==> src/rtl/nand_cmd_fsm_if.sv <==
// NAND pin bundle between the command sequencer and the flash device.
//   io_i    : IO bus as driven by the device
//   io_o    : IO bus as driven by the controller, qualified by io_oe
//   io_oe   : controller IO output enable
//   ce_n_o, cle_o, ale_o, we_n_o, re_n_o : controller-driven control pins
//   rb_n_i  : device ready/busy_n (already synchronised)
// master: controller side, slave: device/model side.
interface nand_cmd_fsm_if;
  logic [7:0] io_i;
  logic [7:0] io_o;
  logic       io_oe;
  logic       ce_n_o;
  logic       cle_o;
  logic       ale_o;
  logic       we_n_o;
  logic       re_n_o;
  logic       rb_n_i;

  modport master (
    input  io_i, rb_n_i,
    output io_o, io_oe, ce_n_o, cle_o, ale_o, we_n_o, re_n_o
  );

  modport slave (
    output io_i, rb_n_i,
    input  io_o, io_oe, ce_n_o, cle_o, ale_o, we_n_o, re_n_o
  );
endinterface

==> src/rtl/nand_cmd_fsm.sv <==
// NAND command sequencer: RESET (0xFF), READ ID (0x90) and READ STATUS (0x70).
// A rising edge of start_i in IDLE latches opcode and WE_n/RE_n phase lengths,
// then the FSM drives the NAND pins and returns read bytes on the
// fwe/faddr/fdata register-file write port.
// Ports:
//   aclk, rstn           clock, asynchronous active-low reset
//   start_i              level start request (rising edge starts a command)
//   command_i[15:0]      [7:0] opcode, [15:8] unused
//   settime_i/holdtime_i low/high phase length in aclk cycles (0 acts as 1)
//   pins                 NAND pin bundle (master side)
//   fwe_o/faddr_o/fdata_o one-cycle write strobe, address, data
//   state_o[11:0]        one-hot state word
//   done_o, err_o        completion and error levels, cleared on next start
module nand_cmd_fsm #(
  parameter logic [19:0] RB_TIMEOUT = 20'hFFFFF,
  parameter int unsigned TWHR_CYC   = 8,
  parameter int unsigned ID_BYTES   = 6
) (
  input  logic                  aclk,
  input  logic                  rstn,
  input  logic                  start_i,
  input  logic [15:0]           command_i,
  input  logic [15:0]           settime_i,
  input  logic [15:0]           holdtime_i,
  nand_cmd_fsm_if.master        pins,
  output logic                  fwe_o,
  output logic [11:0]           faddr_o,
  output logic [7:0]            fdata_o,
  output logic [11:0]           state_o,
  output logic                  done_o,
  output logic                  err_o
);

  localparam logic [7:0]  OP_RESET   = 8'hFF;
  localparam logic [7:0]  OP_READID  = 8'h90;
  localparam logic [7:0]  OP_STATUS  = 8'h70;
  localparam logic [11:0] ID_BASE    = 12'h500;
  localparam logic [11:0] STAT_ADDR  = 12'h506;
  localparam logic [15:0] TWHR_M1    = 16'(TWHR_CYC - 1);

  typedef enum logic [3:0] {
    S_IDLE    = 4'd0,
    S_CMD_LO  = 4'd1,
    S_CMD_HI  = 4'd2,
    S_ADR_LO  = 4'd3,
    S_ADR_HI  = 4'd4,
    S_TWHR    = 4'd5,
    S_RD_LO   = 4'd6,
    S_RD_HI   = 4'd7,
    S_WAIT_RB = 4'd8,
    S_DONE    = 4'd9
  } state_t;

  state_t      state, state_nxt;
  logic        start_q;
  logic [7:0]  op_q;
  logic [15:0] tlo_q, thi_q;      // phase lengths minus one
  logic [15:0] cnt, cnt_nxt;
  logic [19:0] rb_cnt, rb_cnt_nxt;
  logic [2:0]  byte_q;
  logic        done_q, err_q;

  logic        start_rise;
  logic        start_take;
  logic        op_ok_in;
  logic        last_phase;
  logic        more_bytes;
  logic        timeout;
  logic        err_set;
  logic [15:0] tlo_in, thi_in;
  logic        cmd_hi_unused;

  assign cmd_hi_unused = ^command_i[15:8];

  assign start_rise = start_i & ~start_q;
  assign start_take = start_rise && (state == S_IDLE);
  assign op_ok_in   = (command_i[7:0] == OP_RESET) || (command_i[7:0] == OP_READID) ||
                      (command_i[7:0] == OP_STATUS);
  assign tlo_in     = (settime_i  == '0) ? '0 : settime_i  - 16'd1;
  assign thi_in     = (holdtime_i == '0) ? '0 : holdtime_i - 16'd1;
  assign last_phase = (cnt == '0);
  // byte_q already counts the byte strobed in the preceding RD_LO
  assign more_bytes = (op_q == OP_READID) && (32'(byte_q) < ID_BYTES);
  assign err_set    = timeout | (start_take & ~op_ok_in);

  always_ff @(posedge aclk or negedge rstn) begin
    if (!rstn) begin
      state   <= S_IDLE;
      start_q <= 1'b0;
      op_q    <= '0;
      tlo_q   <= '0;
      thi_q   <= '0;
      cnt     <= '0;
      rb_cnt  <= '0;
      byte_q  <= '0;
      done_q  <= 1'b0;
      err_q   <= 1'b0;
    end else begin
      state   <= state_nxt;
      start_q <= start_i;
      cnt     <= cnt_nxt;
      rb_cnt  <= rb_cnt_nxt;
      if (start_take) begin
        op_q   <= command_i[7:0];
        tlo_q  <= tlo_in;
        thi_q  <= thi_in;
        byte_q <= '0;
        done_q <= 1'b0;
        err_q  <= 1'b0;
      end
      if (fwe_o)
        byte_q <= byte_q + 3'd1;
      // set after the clear so an unsupported opcode finishes in one pass
      if (state_nxt == S_DONE)
        done_q <= 1'b1;
      if (err_set)
        err_q <= 1'b1;
    end
  end

  always_comb begin
    state_nxt  = state;
    cnt_nxt    = last_phase ? cnt : cnt - 16'd1;
    rb_cnt_nxt = rb_cnt;
    timeout    = 1'b0;
    unique case (state)
      S_IDLE: begin
        if (start_take) begin
          if (op_ok_in) begin
            state_nxt = S_CMD_LO;
            cnt_nxt   = tlo_in;
          end else begin
            state_nxt = S_DONE;
          end
        end
      end
      S_CMD_LO: if (last_phase) begin
        state_nxt = S_CMD_HI;
        cnt_nxt   = thi_q;
      end
      S_CMD_HI: if (last_phase) begin
        if (op_q == OP_RESET) begin
          state_nxt  = S_WAIT_RB;
          rb_cnt_nxt = '0;
        end else if (op_q == OP_READID) begin
          state_nxt = S_ADR_LO;
          cnt_nxt   = tlo_q;
        end else begin
          state_nxt = S_TWHR;
          cnt_nxt   = TWHR_M1;
        end
      end
      S_ADR_LO: if (last_phase) begin
        state_nxt = S_ADR_HI;
        cnt_nxt   = thi_q;
      end
      S_ADR_HI: if (last_phase) begin
        state_nxt = S_TWHR;
        cnt_nxt   = TWHR_M1;
      end
      S_TWHR: if (last_phase) begin
        state_nxt = S_RD_LO;
        cnt_nxt   = tlo_q;
      end
      S_RD_LO: if (last_phase) begin
        state_nxt = S_RD_HI;
        cnt_nxt   = thi_q;
      end
      S_RD_HI: if (last_phase) begin
        if (more_bytes) begin
          state_nxt = S_RD_LO;
          cnt_nxt   = tlo_q;
        end else begin
          state_nxt = S_DONE;
        end
      end
      S_WAIT_RB: begin
        // first two cycles cover tWB, before R/B_n is meaningful
        if (rb_cnt < 20'd2) begin
          rb_cnt_nxt = rb_cnt + 20'd1;
        end else if (pins.rb_n_i) begin
          state_nxt = S_DONE;
        end else if (rb_cnt >= RB_TIMEOUT) begin
          state_nxt = S_DONE;
          timeout   = 1'b1;
        end else begin
          rb_cnt_nxt = rb_cnt + 20'd1;
        end
      end
      S_DONE:  state_nxt = S_IDLE;
      default: state_nxt = S_IDLE;
    endcase
  end

  always_comb begin
    pins.ce_n_o = 1'b0;
    pins.cle_o  = 1'b0;
    pins.ale_o  = 1'b0;
    pins.we_n_o = 1'b1;
    pins.re_n_o = 1'b1;
    pins.io_oe  = 1'b0;
    pins.io_o   = '0;
    fwe_o       = 1'b0;
    faddr_o     = '0;
    fdata_o     = '0;
    state_o     = '0;
    state_o[state] = 1'b1;
    unique case (state)
      S_CMD_LO, S_CMD_HI: begin
        pins.cle_o  = 1'b1;
        pins.io_oe  = 1'b1;
        pins.io_o   = op_q;
        pins.we_n_o = (state != S_CMD_LO);
      end
      S_ADR_LO, S_ADR_HI: begin
        pins.ale_o  = 1'b1;
        pins.io_oe  = 1'b1;
        pins.we_n_o = (state != S_ADR_LO);
      end
      S_RD_LO: begin
        pins.re_n_o = 1'b0;
        if (last_phase) begin
          fwe_o   = 1'b1;
          faddr_o = (op_q == OP_STATUS) ? STAT_ADDR : ID_BASE + 12'(byte_q);
          fdata_o = pins.io_i;
        end
      end
      S_TWHR, S_RD_HI, S_WAIT_RB: ;
      default: pins.ce_n_o = 1'b1;   // IDLE, DONE
    endcase
  end

  assign done_o = done_q;
  assign err_o  = err_q;

endmodule

==> src/flat_wrapper.sv <==
// flat-port wrapper written by rule: the top's interface ports become plain ports
module nand_cmd_fsm_flat 
#(
  parameter logic [19:0] RB_TIMEOUT = 20'hFFFFF,
  parameter int unsigned TWHR_CYC   = 8,
  parameter int unsigned ID_BYTES   = 6
)
  (aclk, rstn, start_i, command_i, settime_i, holdtime_i, fwe_o, faddr_o, fdata_o, state_o, done_o, err_o, pins_io_i, pins_rb_n_i, pins_io_o, pins_io_oe, pins_ce_n_o, pins_cle_o, pins_ale_o, pins_we_n_o, pins_re_n_o);
  nand_cmd_fsm_if pins_i ();
  input  logic aclk;
  input  logic rstn;
  input  logic start_i;
  input  logic [15:0] command_i;
  input  logic [15:0] settime_i;
  input  logic [15:0] holdtime_i;
  output logic fwe_o;
  output logic [11:0] faddr_o;
  output logic [7:0] fdata_o;
  output logic [11:0] state_o;
  output logic done_o;
  output logic err_o;
  input wire logic [$bits(pins_i.io_i)-1:0] pins_io_i;
  input wire logic [$bits(pins_i.rb_n_i)-1:0] pins_rb_n_i;
  output wire logic [$bits(pins_i.io_o)-1:0] pins_io_o;
  output wire logic [$bits(pins_i.io_oe)-1:0] pins_io_oe;
  output wire logic [$bits(pins_i.ce_n_o)-1:0] pins_ce_n_o;
  output wire logic [$bits(pins_i.cle_o)-1:0] pins_cle_o;
  output wire logic [$bits(pins_i.ale_o)-1:0] pins_ale_o;
  output wire logic [$bits(pins_i.we_n_o)-1:0] pins_we_n_o;
  output wire logic [$bits(pins_i.re_n_o)-1:0] pins_re_n_o;
  assign pins_i.io_i = pins_io_i;
  assign pins_i.rb_n_i = pins_rb_n_i;
  assign pins_io_o = pins_i.io_o;
  assign pins_io_oe = pins_i.io_oe;
  assign pins_ce_n_o = pins_i.ce_n_o;
  assign pins_cle_o = pins_i.cle_o;
  assign pins_ale_o = pins_i.ale_o;
  assign pins_we_n_o = pins_i.we_n_o;
  assign pins_re_n_o = pins_i.re_n_o;
  nand_cmd_fsm #(.RB_TIMEOUT(RB_TIMEOUT), .TWHR_CYC(TWHR_CYC), .ID_BYTES(ID_BYTES)) u_core (.aclk(aclk), .rstn(rstn), .start_i(start_i), .command_i(command_i), .settime_i(settime_i), .holdtime_i(holdtime_i), .pins(pins_i), .fwe_o(fwe_o), .faddr_o(faddr_o), .fdata_o(fdata_o), .state_o(state_o), .done_o(done_o), .err_o(err_o));
endmodule
==> config.mk <==
export PLATFORM = sky130hd
export DESIGN_NAME = nand_cmd_fsm_flat
export DESIGN_NICKNAME = d
export VERILOG_FILES = /design/src/rtl/nand_cmd_fsm_if.sv /design/src/rtl/nand_cmd_fsm.sv /design/src/flat_wrapper.sv
export SDC_FILE = /design/constraint.sdc
export NUM_CORES = 1
export LEC_CHECK = 0
export ABC_AREA = 0
export ABC_CLOCK_PERIOD_IN_PS = 3220
export CAP_MARGIN = 20
export CELL_PAD_IN_SITES_DETAIL_PLACEMENT = 0
export CELL_PAD_IN_SITES_GLOBAL_PLACEMENT = 1
export CORE_MARGIN = 3
export CORE_UTILIZATION = 39
export CTS_CLUSTER_DIAMETER = 120
export DETAILED_ROUTE_END_ITERATION = 12
export HOLD_SLACK_MARGIN = 0.06
export PLACE_DENSITY = 0.79
export SLEW_MARGIN = 40
export SYNTH_ARGS = -nofsm -noshare
export SYNTH_HDL_FRONTEND = slang
export SYNTH_SLANG_ARGS = --single-unit
==> constraint.sdc <==
create_clock -name aclk -period 3.22 [get_ports aclk]
set_input_delay 0.644 -clock aclk [delete_from_list [all_inputs] [get_ports aclk]]
set_output_delay 0.644 -clock aclk [all_outputs]
set_load 0.02 [all_outputs]
# --- Yosys cells after proc, flatten, opt, wreduce, memory -nomap -nowiden ---
# Index checks and enable logic that the tools add are counted.
word_totals:
  regBits: 86
op_classes:
  n_eq_ne: 21
  addsub: 6
  n_bitwise: 5
  n_mux: 61
  n_reduce_logical: 19
  magnitude_cmp: 5
ops:
  columns: ["cell", "count"]
  rows:
  - ["2-to-1 mux 16 bit", 13]
  - ["2-to-1 mux 20 bit", 5]
  - ["one-hot mux 16 bit (6 select lines)", 1]
  - ["2-to-1 mux 4 bit", 14]
  - ["zero test 16 bit", 3]
  - ["subtractor 16 x 1 -> 16 bit (second input constant)", 3]
  - ["one-hot mux 20 bit (2 select lines)", 1]
  - ["2-to-1 mux 12 bit", 3]
  - ["one-hot mux 4 bit (9 select lines)", 1]
  - ["equality test 8 bit (second input constant)", 4]
  - ["2-to-1 mux 8 bit", 3]
  - ["adder 20 x 1 -> 20 bit (second input constant)", 1]
  - ["greater-or-equal comparator 20 bit (second input constant)", 1]
  - ["< comparator 20 x 2 -> 1 bit (second input constant)", 1]
  - ["equality test 4 x 3 -> 1 bit (second input constant)", 4]
  - ["equality test 8 x 7 -> 1 bit (second input constant)", 2]
  - ["2-to-1 mux 1 bit", 15]
  - ["adder 11 x 3 -> 12 bit (first input constant)", 1]
  - ["2-to-1 mux 3 bit", 3]
  - ["equality test 4 x 2 -> 1 bit (second input constant)", 2]
  - ["equality test 4 bit (second input constant)", 2]
  - ["nonzero test 2 bit", 4]
  - ["OR reduction 8 bit", 1]
  - ["inequality test 3 x 2 -> 1 bit (second input constant)", 2]
  - ["other kinds (20)", 27]

# --- Depth between registers and ports, before layout ---
logic_depth:
  ltp_word: 8
  ltp_mapped: 14

# --- Least setup slack after synthesis ---
# Ideal clock, no wire load.
synth_path:
  path_type: "reg2out"
  startpoint: "reg u_core.state[0]"
  endpoint: "out faddr_o[0]"
  t_required_ns: 2.576
  stages_incl_launch_ff: 7
  setup_slack_ns: 0.327
  path_buffers: 2
  arrival_ns: 2.249
  path_cell_list: "dfrtp_1 clkbuf_1 nand4bb_1 inv_1 clkbuf_1 nand2_1 nor3b_1"
synth_via:
  elab_chain_len: 2
synth_lines:
  columns: ["element", "line_no", "source"]
  rows:
  - ["start: declaration", "nand_cmd_fsm.sv:54", "state_t state, state_nxt;"]
  - ["start signal: assignment", "nand_cmd_fsm.sv:99", "state <= state_nxt;"]
  - ["equality test 4 x 3 -> 1 bit", "nand_cmd_fsm.sv:208", "unique case (state)"]
  - ["2-to-1 mux 12 bit", "nand_cmd_fsm.sv:208", null]
  - ["end: declaration", "flat_wrapper.sv:17", "output logic [11:0] faddr_o;"]
# No other way between the ends.

# --- Worst setup path after layout ---
layout_path:
  startpoint: "reg u_core.cnt[1]"
  endpoint: "reg u_core.cnt[0]"
layout_via:
  elab_chain_len: 5
  elab_cells_between_ends: 12
  cone_classes: "11 x mux; 1 x reduce/logical"
layout_lines:
  columns: ["element", "line_no", "source"]
  rows:
  - ["start: declaration", "nand_cmd_fsm.sv:58", "logic [15:0] cnt, cnt_nxt;"]
  - ["start signal: assignment", "nand_cmd_fsm.sv:101", "cnt <= cnt_nxt;"]
  - ["zero test 16 bit *", "nand_cmd_fsm.sv:81", "assign last_phase = (cnt == '0);"]
  - ["2-to-1 mux 16 bit", "nand_cmd_fsm.sv:123", "cnt_nxt = last_phase ? cnt : cnt - 16'd1;"]
  - ["2-to-1 mux 16 bit, on equally long branches", "nand_cmd_fsm.sv:170, nand_cmd_fsm.sv:129, nand_cmd_fsm.sv:142", null]
  - ["2-to-1 mux 16 bit, on equally long branches", "nand_cmd_fsm.sv:169, nand_cmd_fsm.sv:128, nand_cmd_fsm.sv:141", null]
  - ["one-hot mux 16 bit (6 select lines) *", "nand_cmd_fsm.sv:126", "unique case (state)"]
  - ["net u_core.cnt_nxt[0]", "nand_cmd_fsm.sv:58", null]
# The timed path passes the listed nets; every way through them passes the cells marked *.
# A chain may end at the register's enable or synchronous reset.

==> impl_metrics.json <==
{
  "crit_chain": "inv_1 > ha_1 > nor4b_2 > nand2_1 > nor2_2 > buf_4 > inv_1 > ha_1 > o22ai_1 > a21oi_1 > a31oi_1 > a22o_1 > o2111ai_1",
  "critPathLaunchType": "flop",
  "post_cts_buffers": 0,
  "finalSetupViolations": 0,
  "holdWs_ns": 0.3381,
  "cts_sinks": 86,
  "fin_area_mm2": 0.007368,
  "final_nets": 909,
  "cp_data_arrival_time_ns": 3.29,
  "cts-root-buf": "clkbuf_16",
  "grt_max_degree": 87,
  "finalHoldViolations": 0,
  "critPathMaxFanout": 23,
  "worst_pin_slew_ns": 0.8637,
  "ys_seq_area_share_pct": 37.01,
  "mostFrequentLayoutCells": "nand2_1, dfrtp_1, clkdlybuf4s50_1",
  "clk_latency_ns": 0.35,
  "drt_first_pass_iters": 5,
  "ys_ff_latch": 86,
  "setup_tns_ns": 0,
  "yosys_warnings": 0,
  "dieWidth_um": 128.1,
  "reg2reg_depth": 13,
  "numCtsBuffers": 9,
  "start_util_pct": 40.94,
  "fp.dieH_um": 128.1,
  "ios": 109,
  "route.detailed.drc": 0,
  "clockBufferDepth": 2,
  "timing.max_slew.rel_slack_pct": 42.42,
  "port_buffers": 93,
  "postLayoutCoreUtil_pct": 51.88,
  "synth_area_mm2": 0.005814,
  "die-area_mm2": 0.01641,
  "met2_usage_pct": 34.60,
  "drive_above_1_share_pct": 8.156,
  "power.internal_mw": 3.106,
  "rows": 43,
  "critPathSlowestCell": "dfrtp_1",
  "r2r_slack_ns": 0.14,
  "cp_top_family": "compound AO/OA/AOI/OAI gates",
  "overflow": 0,
  "status": "finished clean",
  "design.core.area_mm2": 0.01420,
  "vias": 5858,
  "syn2layout_area_growth_pct": 26.73,
  "antenna_cells": 0,
  "crit_buf_inv": 3,
  "endpoint_kind": "flop",
  "switching_share_pct": 42.26,
  "cpPeakStageDelay_ns": 0.41,
  "dp_hpwl_um": 13880,
  "ant_nets": 0,
  "antenna_found_initial": 0,
  "cellLeakagePower_nw": 3.217,
  "ys_async_sr_fraction_pct": 100.0,
  "detailedPlace.worstSlack_ns": 0.1212,
  "cts_tree": "built",
  "criticalPathCategory": "flop to flop",
  "worst_slack_ns": 0.1399,
  "power_frac_comb_pct": 47.3,
  "fin_cells": 1026,
  "fmax_mhz": 324.7,
  "grt_pass1_vias": 5595,
  "htree_levels": 3,
  "mostFrequentLayoutCell": "nand2_1",
  "crit_end": "u_core.cnt[0]",
  "postSynthCellCount": 736,
  "timing.rr.end": "u_core.cnt[0]",
  "crit_start": "u_core.cnt[1]",
  "worstPathRequired_ns": 3.43,
  "vdd.ir_drop.worst_v": 0.0003137,
  "use_met1_pct": 32.07,
  "drt-total-wl_um": 18590,
  "ys.flop_type": "dfrtp_1",
  "clock_power_share_pct": 18.8,
  "routedWlPerCell_um": 18.12,
  "grt_use_met3_pct": 5.042,
  "rsz0062_at_grt": "true",
  "path_depth": 13,
  "synth_cell_type_count": 69,
  "period_minus_slack_ns": 3.080,
  "maxSlewViolCount": 0,
  "fin_worst_skew_ns": 0.008139,
  "fin_crit_sh_pct": 95.65,
  "p_seq_share_pct": 33.8,
  "vias_per_cell": 5.710,
  "synth_edf_count": 0,
  "cap_violations": 0,
  "rr_startpoint": "u_core.cnt[1]",
  "power_density_mw_per_mm2": 729.9,
  "finalPower_mw": 5.378,
  "switchingPower_mw": 2.273,
  "dpl_cell_area_mm2": 0.007072,
  "grt_usage_pct": 22.76,
  "nFillCells": 1379,
  "clkTransAtPathRegs_ns": 0.06,
  "grt_pass1_wl_um": 29590,
  "min_path_type": "input pin to async pin",
  "gr-max-usage-layer": "met2",
  "place_congestion": 0.9032,
  "drtIter0Drc": 474,
  "synth.avg_cell_area_um2": 7.900,
  "placed_cells": 1010
}
==> how the worst min path moves through the flow <==
| stage | from | to | slack [ns] | cells past startpoint |
|---|---|---|---|---|
| 6_report | rstn | u_core.op_q[6] | 0.34 | 1 |
| 5_1_grt | rstn | u_core.op_q[6] | 0.39 | 1 |
| 4_1_cts | rstn | u_core.op_q[6] | 0.39 | 1 |
| 3_5_place_dp | u_core.tlo_q[2] | u_core.tlo_q[2] | 0.47 | 2 |
| 3_3_place_gp | u_core.tlo_q[6] | u_core.tlo_q[6] | 0.46 | 2 |
| 2_1_floorplan | rstn | u_core.byte_q[0] | 0.35 | 0 |
==> repair_timing <==
| item | CTS | global route |
|---|---|---|
| setup endpoints to repair | 14 | 9 |
| hold buffers | 0 | 0 |
| resized for setup | 9 | 7 |
==> cells by family after synthesis <==
family          count (synthesis)  synth area share (%)
compound gates                178                 19.17
flops                          86                 37.01
mux                             3                0.5380
simple gates                  356                 30.47
buf+inv                        62                 4.691
other cells                     1               0.06450
xor+xnor                       42                 6.327
fa+ha+maj                       8                 1.722
==> layout make-up <==
class | instances | area, µm² | area share (%)
tap | 180 | 225.2 | 3.057
inverter | 20 | 75.07 | 1.019
clock buffer | 13 | 260.3 | 3.532
clock inverter | 3 | 18.77 | 0.2547
sequential | 86 | 2152 | 29.21
timing repair buffer | 130 | 1215 | 16.49
multi-input combinational | 594 | 3422 | 46.44
==> Yosys cell counts (all sizes together), types with 2 or more instances <==
| cell type | instances | area [µm²] |
|---|---|---|
| nand3 | 26 | 130.1 |
| dfrtp | 86 | 2152 |
| a221o | 3 | 30.03 |
| o31a | 2 | 17.52 |
| a22oi | 10 | 75.07 |
| nand4 | 8 | 50.05 |
| nor3 | 31 | 155.2 |
| or4 | 6 | 48.80 |
| a31oi | 8 | 50.05 |
| nor2 | 65 | 246.5 |
| o211ai | 3 | 22.52 |
| a21o | 4 | 30.03 |
| buf | 14 | 92.59 |
| ha | 8 | 100.1 |
| o21ai | 68 | 340.3 |
| o2111ai | 2 | 17.52 |
| o311ai | 2 | 17.52 |
| mux2i | 2 | 20.02 |
| o41ai | 2 | 25.03 |
| clkbuf | 28 | 105.1 |
| nand2 | 123 | 461.7 |
| nor4 | 21 | 152.6 |
| xor2 | 10 | 87.58 |
| xnor2 | 32 | 280.3 |
| or2 | 6 | 37.53 |
| a21oi | 32 | 160.2 |
| inv | 20 | 75.07 |
| nor2b | 6 | 37.54 |
| and4 | 2 | 17.52 |
| nor3b | 5 | 37.54 |
| and3 | 16 | 100.1 |
| nor4b | 5 | 50.04 |
| o22ai | 10 | 62.56 |
| or3 | 6 | 37.54 |
| o31ai | 6 | 45.04 |
| nand2b | 11 | 68.82 |
| and2 | 13 | 81.33 |
| a211oi | 6 | 50.05 |
| o21a | 2 | 15.01 |
| o221ai | 6 | 52.55 |
| a22o | 4 | 35.03 |
==> registers in the layout (all words and copies together) (netlist names), 3 cells and up <==
signal	count
u_core.rb_cnt	20
u_core.byte_q	3
u_core.cnt	16
u_core.tlo_q	16
u_core.thi_q	16
u_core.state	4
u_core.op_q	8
==> metal layers <==
layer	vias up	routed length, µm
li1	2836	-
met1	2760	8467
met2	228	8286
met3	34	1424
met4	0	414
met5	-	0
==> power by group through the flow <==
stage | combinational, mW | clock [mW] | sequential [mW]
finish | 2.54 | 1.01 | 1.82
global route | 2.81 | 1.07 | 1.87
CTS | 2.53 | 1.03 | 1.81
detailed placement | 2.52 | 0 | 1.83
global placement | 2.47 | 0 | 1.81
floorplan | 1.59 | 0 | 1.70
Power figures use the tool's default switching activity.
